--- src/rtl/riscboy_ppu_const.vh ---
// Shared PPU constants: requester indices on the PPU memory port.
`ifndef RISCBOY_PPU_CONST_VH
`define RISCBOY_PPU_CONST_VH

localparam int unsigned PPU_REQ_PIXEL = 32'd0;
localparam int unsigned PPU_REQ_TILE  = 32'd1;
localparam int unsigned PPU_REQ_CMD   = 32'd2;

`endif

--- src/rtl/riscboy_ppu_busarb_pkg.sv ---
// riscboy_ppu_busarb_pkg: sizing constants, lock FSM states and the
// priority-pick helper shared by the PPU bus arbiter.
package riscboy_ppu_busarb_pkg;

`include "riscboy_ppu_const.vh"

    localparam int unsigned N_REQ        = 32'd3;
    localparam int unsigned W_ADDR       = 32'd18;
    localparam int unsigned W_DATA       = 32'd16;
    localparam int unsigned MAX_INFLIGHT = 32'd4;
    localparam int unsigned W_ID         = 32'd2;
    localparam int unsigned W_LEVEL      = W_ID + 32'd1;

    typedef enum logic [0:0] {
        LOCK_IDLE = 1'b0,
        LOCK_HOLD = 1'b1
    } lock_state_t;

    // First set bit of cand, scanning upward from start with wrap-around.
    function automatic logic [W_ID-1:0] pick_first(input logic [N_REQ-1:0] cand,
                                                   input logic [W_ID-1:0]  start);
        logic [W_ID-1:0]  sel;
        logic             found;
        logic [N_REQ-1:0] rot;
        int unsigned      idx;
        sel   = '0;
        found = 1'b0;
        for (int unsigned i = 0; i < N_REQ; i++) begin
            idx = (32'(start) + i) % N_REQ;
            rot = cand >> idx;
            if (!found && rot[0]) begin
                sel   = W_ID'(idx);
                found = 1'b1;
            end
        end
        return sel;
    endfunction

    // Index following id, wrapping at N_REQ.
    function automatic logic [W_ID-1:0] next_id(input logic [W_ID-1:0] id);
        return (32'(id) == (N_REQ - 32'd1)) ? '0 : (id + W_ID'(1));
    endfunction

endpackage

--- src/rtl/riscboy_ppu_busarb_if.sv ---
// riscboy_ppu_busarb_if: requester address/data handshakes plus the
// downstream split-phase memory port. The slave modport is the arbiter's
// view; the master modport is the surrounding requesters and bus.
interface riscboy_ppu_busarb_if
    import riscboy_ppu_busarb_pkg::*;
();
    logic [N_REQ-1:0]        req_vld;
    logic [N_REQ-1:0]        req_rdy;
    logic [N_REQ*W_ADDR-1:0] req_addr;
    logic [N_REQ-1:0]        req_data_vld;
    logic [W_DATA-1:0]       req_data;
    logic                    bus_addr_vld;
    logic                    bus_addr_rdy;
    logic [W_ADDR-1:0]       bus_addr;
    logic                    bus_data_vld;
    logic [W_DATA-1:0]       bus_data;
    logic [W_LEVEL-1:0]      inflight_level;
    logic                    err_orphan_data;

    modport slave (
        input  req_vld, req_addr, bus_addr_rdy, bus_data_vld, bus_data,
        output req_rdy, req_data_vld, req_data, bus_addr_vld, bus_addr,
               inflight_level, err_orphan_data
    );

    modport master (
        output req_vld, req_addr, bus_addr_rdy, bus_data_vld, bus_data,
        input  req_rdy, req_data_vld, req_data, bus_addr_vld, bus_addr,
               inflight_level, err_orphan_data
    );
endinterface

--- src/rtl/sync_fifo.sv ---
// sync_fifo: single-clock FIFO with occupancy count and synchronous flush.
// Pushes while full and pops while empty are ignored.
module sync_fifo #(
    parameter int unsigned DEPTH   = 32'd4,
    parameter int unsigned WIDTH   = 32'd8,
    parameter int unsigned W_LEVEL = $clog2(DEPTH + 32'd1)
) (
    input  logic               clk,
    input  logic               rst_n,
    input  logic               flush,
    input  logic               push,
    input  logic [WIDTH-1:0]   wdata,
    input  logic               pop,
    output logic [WIDTH-1:0]   rdata,
    output logic               full,
    output logic               empty,
    output logic [W_LEVEL-1:0] level
);
    localparam int unsigned W_PTR = (DEPTH > 32'd1) ? $clog2(DEPTH) : 32'd1;

    logic [WIDTH-1:0]   mem_r [DEPTH];
    logic [W_PTR-1:0]   wr_ptr_r;
    logic [W_PTR-1:0]   rd_ptr_r;
    logic [W_LEVEL-1:0] level_r;
    logic               push_ok_s;
    logic               pop_ok_s;

    function automatic logic [W_PTR-1:0] ptr_inc(input logic [W_PTR-1:0] p);
        return (p == W_PTR'(DEPTH - 32'd1)) ? '0 : (p + W_PTR'(1));
    endfunction

    assign full      = (level_r == W_LEVEL'(DEPTH));
    assign empty     = (level_r == '0);
    assign level     = level_r;
    assign push_ok_s = push & ~full;
    assign pop_ok_s  = pop & ~empty;
    assign rdata     = mem_r[rd_ptr_r];

    // Pointer and occupancy bookkeeping.
    always_ff @(posedge clk or negedge rst_n) begin
        if (!rst_n) begin
            wr_ptr_r <= '0;
            rd_ptr_r <= '0;
            level_r  <= '0;
        end else if (flush) begin
            wr_ptr_r <= '0;
            rd_ptr_r <= '0;
            level_r  <= '0;
        end else begin
            if (push_ok_s) wr_ptr_r <= ptr_inc(wr_ptr_r);
            if (pop_ok_s)  rd_ptr_r <= ptr_inc(rd_ptr_r);
            case ({push_ok_s, pop_ok_s})
                2'b10:   level_r <= level_r + W_LEVEL'(1);
                2'b01:   level_r <= level_r - W_LEVEL'(1);
                default: level_r <= level_r;
            endcase
        end
    end

    // Storage array; contents are only meaningful behind the pointers.
    always_ff @(posedge clk) begin
        if (push_ok_s) mem_r[wr_ptr_r] <= wdata;
    end
endmodule

--- src/rtl/riscboy_ppu_busarb.sv ---
// riscboy_ppu_busarb: arbitrates PPU requesters onto the single halfword
// memory port, locks the grant across a stalled address phase, and routes
// in-order read data back to the requester that issued each fetch.
// Optional: RISCBOY_PPU_BUSARB_ROUND_ROBIN_EN selects rotating priority;
// otherwise fixed priority with the pixel AGU highest.
module riscboy_ppu_busarb
    import riscboy_ppu_busarb_pkg::*;
(
    input logic                 clk,
    input logic                 rst_n,
    riscboy_ppu_busarb_if.slave ppu
);
    lock_state_t        state_r, state_s;
    logic [W_ID-1:0]    lock_id_r, lock_id_s;
    logic [N_REQ-1:0]   cand_s;
    logic [W_ID-1:0]    arb_id_s;
    logic [W_ID-1:0]    gnt_id_s;
    logic               gnt_vld_s;
    logic               hold_active_s;
    logic [W_ADDR-1:0]  gnt_addr_s;
    logic               push_s;
    logic               pop_s;
    logic               q_full_s;
    logic               q_empty_s;
    logic [W_LEVEL-1:0] level_s;
    logic [W_ID-1:0]    head_id_s;
    logic               err_orphan_r;

    // Full is the pre-pop occupancy, so a same-cycle pop never frees a slot.
    assign cand_s        = ppu.req_vld & ~{N_REQ{q_full_s}};
    assign hold_active_s = (state_r == LOCK_HOLD) && |(ppu.req_vld & (N_REQ'(1) << lock_id_r));

`ifdef RISCBOY_PPU_BUSARB_ROUND_ROBIN_EN
    logic [W_ID-1:0] last_r;

    assign arb_id_s = pick_first(cand_s, next_id(last_r));

    // Remember the most recently accepted requester for rotation.
    always_ff @(posedge clk or negedge rst_n) begin
        if (!rst_n) begin
            last_r <= '0;
        end else if (push_s) begin
            last_r <= gnt_id_s;
        end else begin
            last_r <= last_r;
        end
    end
`else
    assign arb_id_s = pick_first(cand_s, W_ID'(PPU_REQ_PIXEL));
`endif

    // Grant selection: a live lock overrides arbitration.
    always_comb begin
        gnt_id_s  = arb_id_s;
        gnt_vld_s = |cand_s;
        if (hold_active_s) begin
            gnt_id_s  = lock_id_r;
            gnt_vld_s = |(cand_s & (N_REQ'(1) << lock_id_r));
        end else begin
            gnt_id_s  = arb_id_s;
            gnt_vld_s = |cand_s;
        end
    end

    // Address mux for the granted requester.
    always_comb begin
        gnt_addr_s = '0;
        for (int unsigned i = 0; i < N_REQ; i++) begin
            if (gnt_id_s == W_ID'(i)) begin
                gnt_addr_s = ppu.req_addr[i*W_ADDR +: W_ADDR];
            end else begin
                gnt_addr_s = gnt_addr_s;
            end
        end
    end

    // Lock next-state: hold the grant while its address phase is stalled,
    // and keep holding while the queue is full and the owner still waits.
    always_comb begin
        state_s   = state_r;
        lock_id_s = lock_id_r;
        case (state_r)
            LOCK_IDLE: begin
                if (gnt_vld_s && !ppu.bus_addr_rdy) begin
                    state_s   = LOCK_HOLD;
                    lock_id_s = gnt_id_s;
                end else begin
                    state_s   = LOCK_IDLE;
                end
            end
            LOCK_HOLD: begin
                if (gnt_vld_s && !ppu.bus_addr_rdy) begin
                    state_s   = LOCK_HOLD;
                    lock_id_s = gnt_id_s;
                end else if (hold_active_s && !gnt_vld_s) begin
                    state_s   = LOCK_HOLD;
                end else begin
                    state_s   = LOCK_IDLE;
                end
            end
            default: begin
                state_s   = LOCK_IDLE;
                lock_id_s = '0;
            end
        endcase
    end

    // Lock state register.
    always_ff @(posedge clk or negedge rst_n) begin
        if (!rst_n) begin
            state_r   <= LOCK_IDLE;
            lock_id_r <= '0;
        end else begin
            state_r   <= state_s;
            lock_id_r <= lock_id_s;
        end
    end

    assign push_s = gnt_vld_s & ppu.bus_addr_rdy;
    assign pop_s  = ppu.bus_data_vld & ~q_empty_s;

    sync_fifo #(
        .DEPTH   (MAX_INFLIGHT),
        .WIDTH   (W_ID),
        .W_LEVEL (W_LEVEL)
    ) u_id_q (
        .clk   (clk),
        .rst_n (rst_n),
        .flush (1'b0),
        .push  (push_s),
        .wdata (gnt_id_s),
        .pop   (pop_s),
        .rdata (head_id_s),
        .full  (q_full_s),
        .empty (q_empty_s),
        .level (level_s)
    );

    // Sticky flag for a data beat with nothing outstanding.
    always_ff @(posedge clk or negedge rst_n) begin
        if (!rst_n) begin
            err_orphan_r <= 1'b0;
        end else if (ppu.bus_data_vld && q_empty_s) begin
            err_orphan_r <= 1'b1;
        end else begin
            err_orphan_r <= err_orphan_r;
        end
    end

    assign ppu.bus_addr_vld    = gnt_vld_s;
    assign ppu.bus_addr        = gnt_addr_s;
    assign ppu.req_rdy         = (N_REQ'(1) << gnt_id_s) & {N_REQ{push_s}};
    assign ppu.req_data_vld    = pop_s ? (N_REQ'(1) << head_id_s) : '0;
    assign ppu.req_data        = ppu.bus_data;
    assign ppu.inflight_level  = level_s;
    assign ppu.err_orphan_data = err_orphan_r;
endmodule

--- src/flat_wrapper.sv ---
// flat-port wrapper written by rule: the top's interface ports become plain ports
module riscboy_ppu_busarb_flat import riscboy_ppu_busarb_pkg::*;
  (clk, rst_n, ppu_req_vld, ppu_req_addr, ppu_bus_addr_rdy, ppu_bus_data_vld, ppu_bus_data, ppu_req_rdy, ppu_req_data_vld, ppu_req_data, ppu_bus_addr_vld, ppu_bus_addr, ppu_inflight_level, ppu_err_orphan_data);
  riscboy_ppu_busarb_if ppu_i ();
  input logic clk;
  input logic rst_n;
  input wire logic [$bits(ppu_i.req_vld)-1:0] ppu_req_vld;
  input wire logic [$bits(ppu_i.req_addr)-1:0] ppu_req_addr;
  input wire logic [$bits(ppu_i.bus_addr_rdy)-1:0] ppu_bus_addr_rdy;
  input wire logic [$bits(ppu_i.bus_data_vld)-1:0] ppu_bus_data_vld;
  input wire logic [$bits(ppu_i.bus_data)-1:0] ppu_bus_data;
  output wire logic [$bits(ppu_i.req_rdy)-1:0] ppu_req_rdy;
  output wire logic [$bits(ppu_i.req_data_vld)-1:0] ppu_req_data_vld;
  output wire logic [$bits(ppu_i.req_data)-1:0] ppu_req_data;
  output wire logic [$bits(ppu_i.bus_addr_vld)-1:0] ppu_bus_addr_vld;
  output wire logic [$bits(ppu_i.bus_addr)-1:0] ppu_bus_addr;
  output wire logic [$bits(ppu_i.inflight_level)-1:0] ppu_inflight_level;
  output wire logic [$bits(ppu_i.err_orphan_data)-1:0] ppu_err_orphan_data;
  assign ppu_i.req_vld = ppu_req_vld;
  assign ppu_i.req_addr = ppu_req_addr;
  assign ppu_i.bus_addr_rdy = ppu_bus_addr_rdy;
  assign ppu_i.bus_data_vld = ppu_bus_data_vld;
  assign ppu_i.bus_data = ppu_bus_data;
  assign ppu_req_rdy = ppu_i.req_rdy;
  assign ppu_req_data_vld = ppu_i.req_data_vld;
  assign ppu_req_data = ppu_i.req_data;
  assign ppu_bus_addr_vld = ppu_i.bus_addr_vld;
  assign ppu_bus_addr = ppu_i.bus_addr;
  assign ppu_inflight_level = ppu_i.inflight_level;
  assign ppu_err_orphan_data = ppu_i.err_orphan_data;
  riscboy_ppu_busarb u_core (.clk(clk), .rst_n(rst_n), .ppu(ppu_i));
endmodule
--- config.mk ---
export PLATFORM = sky130hd
export DESIGN_NAME = riscboy_ppu_busarb_flat
export DESIGN_NICKNAME = d
export VERILOG_FILES = /design/src/rtl/riscboy_ppu_busarb_pkg.sv /design/src/rtl/riscboy_ppu_busarb_if.sv /design/src/rtl/sync_fifo.sv /design/src/rtl/riscboy_ppu_busarb.sv /design/src/flat_wrapper.sv
export VERILOG_INCLUDE_DIRS = /design/src /design/src/rtl
export SDC_FILE = /design/constraint.sdc
export NUM_CORES = 1
export LEC_CHECK = 0
export ABC_AREA = 1
export BUFFER_PORTS_ARGS = -buffer_cell sky130_fd_sc_hd__buf_2
export CAP_MARGIN = 20
export CORE_UTILIZATION = 46
export CTS_BUF_LIST = sky130_fd_sc_hd__clkbuf_8
export CTS_CLUSTER_DIAMETER = 200
export CTS_CLUSTER_SIZE = 25
export DETAILED_ROUTE_END_ITERATION = 8
export PLACE_DENSITY_LB_ADDON = 0.05
export SYNTH_ARGS = -nofsm -noshare
export SYNTH_HDL_FRONTEND = slang
export SYNTH_HIERARCHICAL = 1
export SYNTH_SLANG_ARGS = --single-unit
--- constraint.sdc ---
create_clock -name clk -period 4.3 [get_ports clk]
set_input_delay 0.645 -clock clk [delete_from_list [all_inputs] [get_ports clk]]
set_output_delay 0.645 -clock clk [all_outputs]
set_load 0.02 [all_outputs]
=== Yosys cells after proc, flatten, opt, wreduce, memory -nomap -nowiden ===
Memory sizes are Yosys's and may differ from the RTL's.
Index checks and enable logic that the tools add are counted.

* Add/subtract/negate cells: 4
* Equal/unequal tests: 7
* Shift operators: 3
* Mux-type cells: 20
* Bitwise logic cells: 12
* Reductions and logical operators: 16

{| class="wikitable"
|+ Operator list
! operator !! count
|-
| $mux W18 || 3
|-
| $and A3 B3 Y3 || 4
|-
| $mux W2 || 5
|-
| $mux W1 || 9
|-
| $reduce_or A3 Y1 || 3
|-
| $shl A1 B2 Y3 const A || 3
|-
| $eq A2 B2 Y1 const B || 4
|-
| $logic_and A1 B1 Y1 || 6
|-
| $pmux W3 S2 || 1
|-
| $add A2 B1 Y2 const B || 2
|-
| $and A1 B1 Y1 || 4
|-
| $eq A2 B1 Y1 const B || 2
|-
| $logic_not A1 Y1 || 4
|-
| $add A3 B1 Y3 const B || 1
|-
| $eq A3 B3 Y1 const B || 1
|-
| $logic_not A3 Y1 || 1
|-
| $mux W3 || 1
|-
| $not A1 Y1 || 3
|-
| $not A3 Y3 || 1
|-
| $sub A3 B1 Y3 const B || 1
|-
| $logic_not A2 Y1 || 1
|-
| $pmux W1 S2 || 1
|-
| $reduce_bool A2 Y1 || 1
|}

* Register bits after elaboration: 11
* Memory bits (writable): 8
* Input port bits: 77
* Logic and storage cells: 69
* Memories kept: 1

{| class="wikitable"
|+ Memories
! name !! words !! width !! rd ports !! clocked after memory_dff !! wr ports !! line !! source
|-
| u_core.u_id_q.mem_r || 4 || 2 || 1 || 0 || 1 || sync_fifo.sv:21 || <nowiki>logic [WIDTH-1:0] mem_r [DEPTH];</nowiki>
|}

=== Depth between registers and ports, before layout ===
* Word-level depth: 15
* Gate-level depth with buffers: 16

=== Cells and area by module ===
Netlist, hierarchy kept.

{| class="wikitable"
|+ Modules (own cells, without submodules)
! module !! times used !! cells each !! area each (um^2) !! seq. area each (um^2)
|-
| riscboy_ppu_busarb || 1 || 146 || 899.6 || 100.1
|-
| sync_fifo || 1 || 87 || 817.0 || 415.4
|}

=== Worst setup path before layout ===
OpenSTA, ideal clock, no wires.

* Path type: register to register
* From: register u_core.u_id_q.level_r[0] (netlist: u_core/u_id_q/level[0])
* To: register u_core.u_id_q.level_r[2] (netlist: u_core/u_id_q/level[2])
* Setup time: 0.117 ns
* Data arrival time: 2.462 ns
* Required time: 4.183 ns
* Setup slack: 1.720 ns
* Cell stages (with the launch flop): 17
* Path buffers: 0
* Clock period less this slack: 2.580 ns
* Cell sequence: dfrtp_1 > nor2_2 > nand2_1 > inv_1 > nor2_1 > nand2_1 > inv_1 > nand2_2 > nand2_4 > inv_1 > fa_1 > xnor2_1 > inv_1 > nand2_1 > nand2_1 > nand3_1 > nand2_1

* Word-level cells in the longest chain between the ends: 10
* Elaborated cells on any way between the ends: 20
* Those cells by class: 2 x add/sub; 3 x eq/ne; 2 x mux; 9 x bitwise; 4 x reduce/logical

{| class="wikitable"
|+ RTL lines
! item !! line !! source
|-
| start, declared || sync_fifo.sv:24 || <nowiki>logic [W_LEVEL-1:0] level_r;</nowiki>
|-
| start signal, assigned || sync_fifo.sv:53 || <nowiki>2'b10: level_r <= level_r + W_LEVEL'(1);</nowiki>
|-
| start signal, assigned || sync_fifo.sv:54 || <nowiki>2'b01: level_r <= level_r - W_LEVEL'(1);</nowiki>
|-
| start signal, assigned || sync_fifo.sv:55 || <nowiki>default: level_r <= level_r;</nowiki>
|-
| $eq A3 B3 Y1 (*) || sync_fifo.sv:32 || <nowiki>assign full = (level_r == W_LEVEL'(DEPTH));</nowiki>
|-
| net u_core.q_full_s || riscboy_ppu_busarb.sv:23 || <nowiki>logic q_full_s;</nowiki>
|-
| $not A3 Y3 (*) || riscboy_ppu_busarb.sv:30 || <nowiki>assign cand_s = ppu.req_vld & ~{N_REQ{q_full_s}};</nowiki>
|-
| $and A3 B3 Y3 (*) || riscboy_ppu_busarb.sv:30 ||
|-
| $and A3 B3 Y3 || riscboy_ppu_busarb.sv:58 || <nowiki>gnt_vld_s = |(cand_s & (N_REQ'(1) << lock_id_r));</nowiki>
|-
| $reduce_or A3 Y1 || riscboy_ppu_busarb.sv:58 ||
|-
| $mux W1 (*) || riscboy_ppu_busarb.sv:56 || <nowiki>if (hold_active_s) begin</nowiki>
|-
| net ppu_bus_addr_vld || flat_wrapper.sv:15 || <nowiki>output wire logic [$bits(ppu_i.bus_addr_vld)-1:0] ppu_bus_addr_vld;</nowiki>
|-
| $and A1 B1 Y1 (*) || riscboy_ppu_busarb.sv:119 || <nowiki>assign push_s = gnt_vld_s & ppu.bus_addr_rdy;</nowiki>
|-
| net u_core.push_s || riscboy_ppu_busarb.sv:21 || <nowiki>logic push_s;</nowiki>
|-
| $and A1 B1 Y1 (*) || sync_fifo.sv:35 || <nowiki>assign push_ok_s = push & ~full;</nowiki>
|-
| $eq A2 B1 Y1 or $eq A2 B2 Y1 (tied branches) || sync_fifo.sv:52 || <nowiki>case ({push_ok_s, pop_ok_s})</nowiki>
|-
| $pmux W3 S2 or $reduce_bool A2 Y1 (tied branches) || - ||
|}

The timed path passes the listed nets; every way through them passes the cells marked *.
A chain may end at the register's enable or synchronous reset.

=== Final worst setup path ===
* From: register u_core.u_id_q.level_r[0] (netlist: u_core/u_id_q/level[0])
* To: output ppu_bus_addr[3]

* Word-level cells in the longest chain between the ends: 15
* Elaborated cells on any way between the ends: 18
* Those cells by class: 3 x eq/ne; 8 x mux; 2 x bitwise; 5 x reduce/logical

{| class="wikitable"
|+ RTL lines
! item !! line !! source
|-
| $eq A3 B3 Y1 (*) || sync_fifo.sv:32 ||
|-
| net u_core.q_full_s || riscboy_ppu_busarb.sv:23 ||
|-
| $not A3 Y3 (*) || riscboy_ppu_busarb.sv:30 ||
|-
| $and A3 B3 Y3 (*) || riscboy_ppu_busarb.sv:30 ||
|-
| $mux W1 || riscboy_ppu_busarb_pkg.sv:31 || <nowiki>if (!found && rot[0]) begin</nowiki>
|-
| $logic_not A1 Y1 || riscboy_ppu_busarb_pkg.sv:31 ||
|-
| $logic_and A1 B1 Y1 || riscboy_ppu_busarb_pkg.sv:31 ||
|-
| $mux W1 || riscboy_ppu_busarb_pkg.sv:31 ||
|-
| $logic_not A1 Y1 || riscboy_ppu_busarb_pkg.sv:31 ||
|-
| $logic_and A1 B1 Y1 || riscboy_ppu_busarb_pkg.sv:31 ||
|-
| $mux W2 (*) || riscboy_ppu_busarb_pkg.sv:31 ||
|-
| $mux W2 (*) || riscboy_ppu_busarb.sv:56 ||
|-
| $logic_not A2 Y1 || riscboy_ppu_busarb.sv:69 || <nowiki>if (gnt_id_s == W_ID'(i)) begin</nowiki>
|-
| $mux W18 (2 in a row) || riscboy_ppu_busarb.sv:69 ||
|-
| $mux W18 (*) || riscboy_ppu_busarb.sv:69 ||
|-
| end, declared || flat_wrapper.sv:16 || <nowiki>output wire logic [$bits(ppu_i.bus_addr)-1:0] ppu_bus_addr;</nowiki>
|}

Marked as above.

==> impl_results.md <==
* Commonest cells post-synth: nand3_1 (62), nand2_1 (37), inv_1 (25), buf_4 (18), nor2_1 (16)
* Drc violations at 0
* YS warnings at 6
* Most frequent cell after synthesis: nand3_1
* Clk sinks at 19
* Status: completed
* Num rows at 21
* Number of synthesized flops with an enable pin at 8
* Fmax achieved at between 300 and 400 MHz
* Flops & latches, synth at 19
* Metal2 WL at approximately 2200 um
* Wire per inst at 12.2 um
* Filler cell count at 325
* Layout cells sized above 1 at 37.2%
* Post-Route WL at 4270 um
* Critical Path Fanout Max at 22
* Synth area leaders: nand3_1 (18%), dfrtp_1 (16%), edfxtp_1 (14%), nand2_1 (8.1%), buf_4 (7.9%)
* Initial DRC count at between 70 and 80
* Max Buffers Root-to-Sink at 2
* Layout area overhead at 21.8%
* # port buffers at 89
* Post-Layout Cell Count at between 300 and 400
* CP Capture Type: output pin
* Vias per inst at just under 5
* Met3 wire length at about 370 um
* # diodes at 0
* Final Cycle Share at 64.8%
* Nets@finish at between 300 and 400
* Postcts setup bufs at 0
* Setup Viol. Count Final at 0
* Peak supply drop at about 0.18 mV
* Post-synth top area share at 18.1%
* Die ar. at 3980 um^2
* CTS buffer count at 3
* CP Class: register to output pin
* Chip Height at 63.1 um
* Mapped Cells at 233
* H-tree levels at 1
* Register area share after synthesis at around 30%
* Hold Vio Cnt, Final at 0
* PwrDens at approximately 390 nW/um^2
* Final Critical Period at around 2800 ps
* Cts hold-fix bufs at 0
* Asr flop ratio synth at 57.9%
* Setup ws final at about 1500 ps
* IO Count at 122
* Netlist cell types at 29
* Cell taking the most area after synthesis: nand3_1
* Initial antenna violation count at 0
* Vias in the first global route at 1526
* Worst Skew at around 2.3 ps
* Initial Utilization at roughly half
* Ys flop type: dfrtp_1
* DR vias at about 1.7k
* Worst R2R Setup Slack at approximately 1900 ps
* Clock-pin slew on the worst setup and hold paths at 70 ps
* Max cap viols at 0
* CP required at approximately 3700 ps
* GR Overflow Total at 0
* First-pass GRT wire length at just under 7000 um
* CP Launch Type: register
* Pre-CTS setup slack at around 1600 ps
* RSZ-0062 raised after global routing: false
* Mapped Avg Cell Area at about 7.4 um^2
* Pre-antenna DRT Iters at 4
* Max Transition Viols Final at 0
* CTS tree: yes
* Worst hold-check path type: primary input to async pin
* Mapped cell area at roughly 1700 um^2
* Cell count after placement at approximately 350
* Final TNS setup at 0 ps
* Arrival time worst endpoint at ~2100 ps
* Pleak at 1.12 nW
* Antenna-violating nets left at 0
* Placer Congestion at 0.864
* Core ar. at between 3000 and 4000 um^2
* Fin Hold WS at 250 ps
* Tot GR Track Use at around a fifth
* CTS resizes at 0
* Clk_lat worst skew at about 250 ps
* Die Width at roughly 63 um
* Power, Total at just over 0.0008 W
* Largest net degree at the start of global routing at 23
* Top Layer Used: met4
* Root Driver: clkbuf_8
* Final HPWL DP at roughly 3500 um
* Met1 wire length at about 1700 um
## path summary, 6_finish.rpt
path                                                   startpoint                                      to  cells after the start
max in group asynchronous                                   rst_n   u_core/u_id_q/wr_ptr_r[1]$_DFFE_PN0P_                      1
max reg2reg                    u_core/u_id_q/level[0]$_DFFE_PN0P_      u_core/u_id_q/level[2]$_DFFE_PN0P_                     16
min                                                         rst_n  u_core/ppu.err_orphan_data$_DFFE_PN0P_                      1
min in group clk           u_core/ppu.err_orphan_data$_DFFE_PN0P_  u_core/ppu.err_orphan_data$_DFFE_PN0P_                      1
min reg2reg                u_core/ppu.err_orphan_data$_DFFE_PN0P_  u_core/ppu.err_orphan_data$_DFFE_PN0P_                      1
max                            u_core/u_id_q/level[0]$_DFFE_PN0P_                         ppu_bus_addr[3]                     10
## layout make-up
| class | instances | area, um^2 | area share [%] |
|---|---|---|---|
| Clock inverter | 1 | 5.00 | 0.239 |
| Sequential cell | 19 | 515 | 24.7 |
| Tap cell | 46 | 57.6 | 2.75 |
| Timing Repair Buffer | 89 | 445 | 21.3 |
| Inverter | 29 | 114 | 5.45 |
| Clock buffer | 3 | 41.3 | 1.97 |
| Multi-Input combinational cell | 163 | 912 | 43.6 |
## logic make-up after synthesis
logic type	synth area share, %
simple gates	40.4
fa+ha+maj	4.81
other cells	0.218
buf+inv	17.1
flops	30.0
compound gates	7.00
xor+xnor	0.510
## routing by layer
| layer | vias to the layer above | track usage (%) |
|---|---|---|
| met5 | - | 0 |
| met4 | 0 | 6.10 |
| met3 | 4 | 6.16 |
| met2 | 69 | 37.1 |
| met1 | 767 | 25.0 |
| li1 | 895 | - |
## worst max-delay path, cell delays in order, from the launching register on
cell and delay (ps):
dfrtp_1 450, nor2_2 230, nand2_1 120, inv_1 90
inv_1 60, nand4_1 130, nand2_4 150, nand2_4 240
nand3_1 110, nand3_1 110, buf_2 170
## state kept, by name, summed over array words and instances, names as in the netlist
name and flops:
u_core/u_id_q/rd_ptr_r 2, u_core/ppu.err_orphan_data 1, u_core/state_r 1, u_core/lock_id_r 2, u_core/u_id_q/wr_ptr_r 2, u_core/u_id_q/mem_r 8
u_core/u_id_q/level 3
## metrics by stage
step	cell area [um^2]	util, %
after detailed placement	2040	59.4
after global routing	2090	60.7
after CTS	2090	60.7
after global placement	2040	59.4
after floorplan	1720	-
final	2090	60.7
## power breakdown
part	switching (W)	internal, W	leakage, nW
clock network	0.0000575	0.0000643	0.0255
registers	0.0000211	0.000213	0.216
logic	0.000302	0.000148	0.880
total	0.000381	0.000426	1.12
## cells in the final DEF, fill, tap and decap left out
| cell type | count |
|---|---|
| o22ai_1 | 2 |
| nand2_2 | 4 |
| inv_1 | 25 |
| dfrtp_1 | 11 |
| a21o_1 | 1 |
| nand3_4 | 1 |
| nand2_4 | 6 |
| inv_6 | 1 |
| a21boi_1 | 1 |
| nand4_4 | 1 |
| xnor2_1 | 1 |
| nand2_1 | 37 |
| buf_2 | 89 |
| clkbuf_8 | 3 |
| clkinv_1 | 1 |
| a21oi_4 | 2 |
| conb_1 | 2 |
| fa_1 | 1 |
| o21ai_0 | 10 |
| nand3_1 | 62 |
| nor2_2 | 3 |
| clkinv_2 | 1 |
| o21ai_1 | 2 |
| edfxtp_1 | 8 |
| ha_1 | 5 |
| inv_2 | 2 |
| nor3_1 | 3 |
| nor2_1 | 16 |
| nand4_1 | 3 |
No activity file was read; power rests on OpenSTA's default activity.
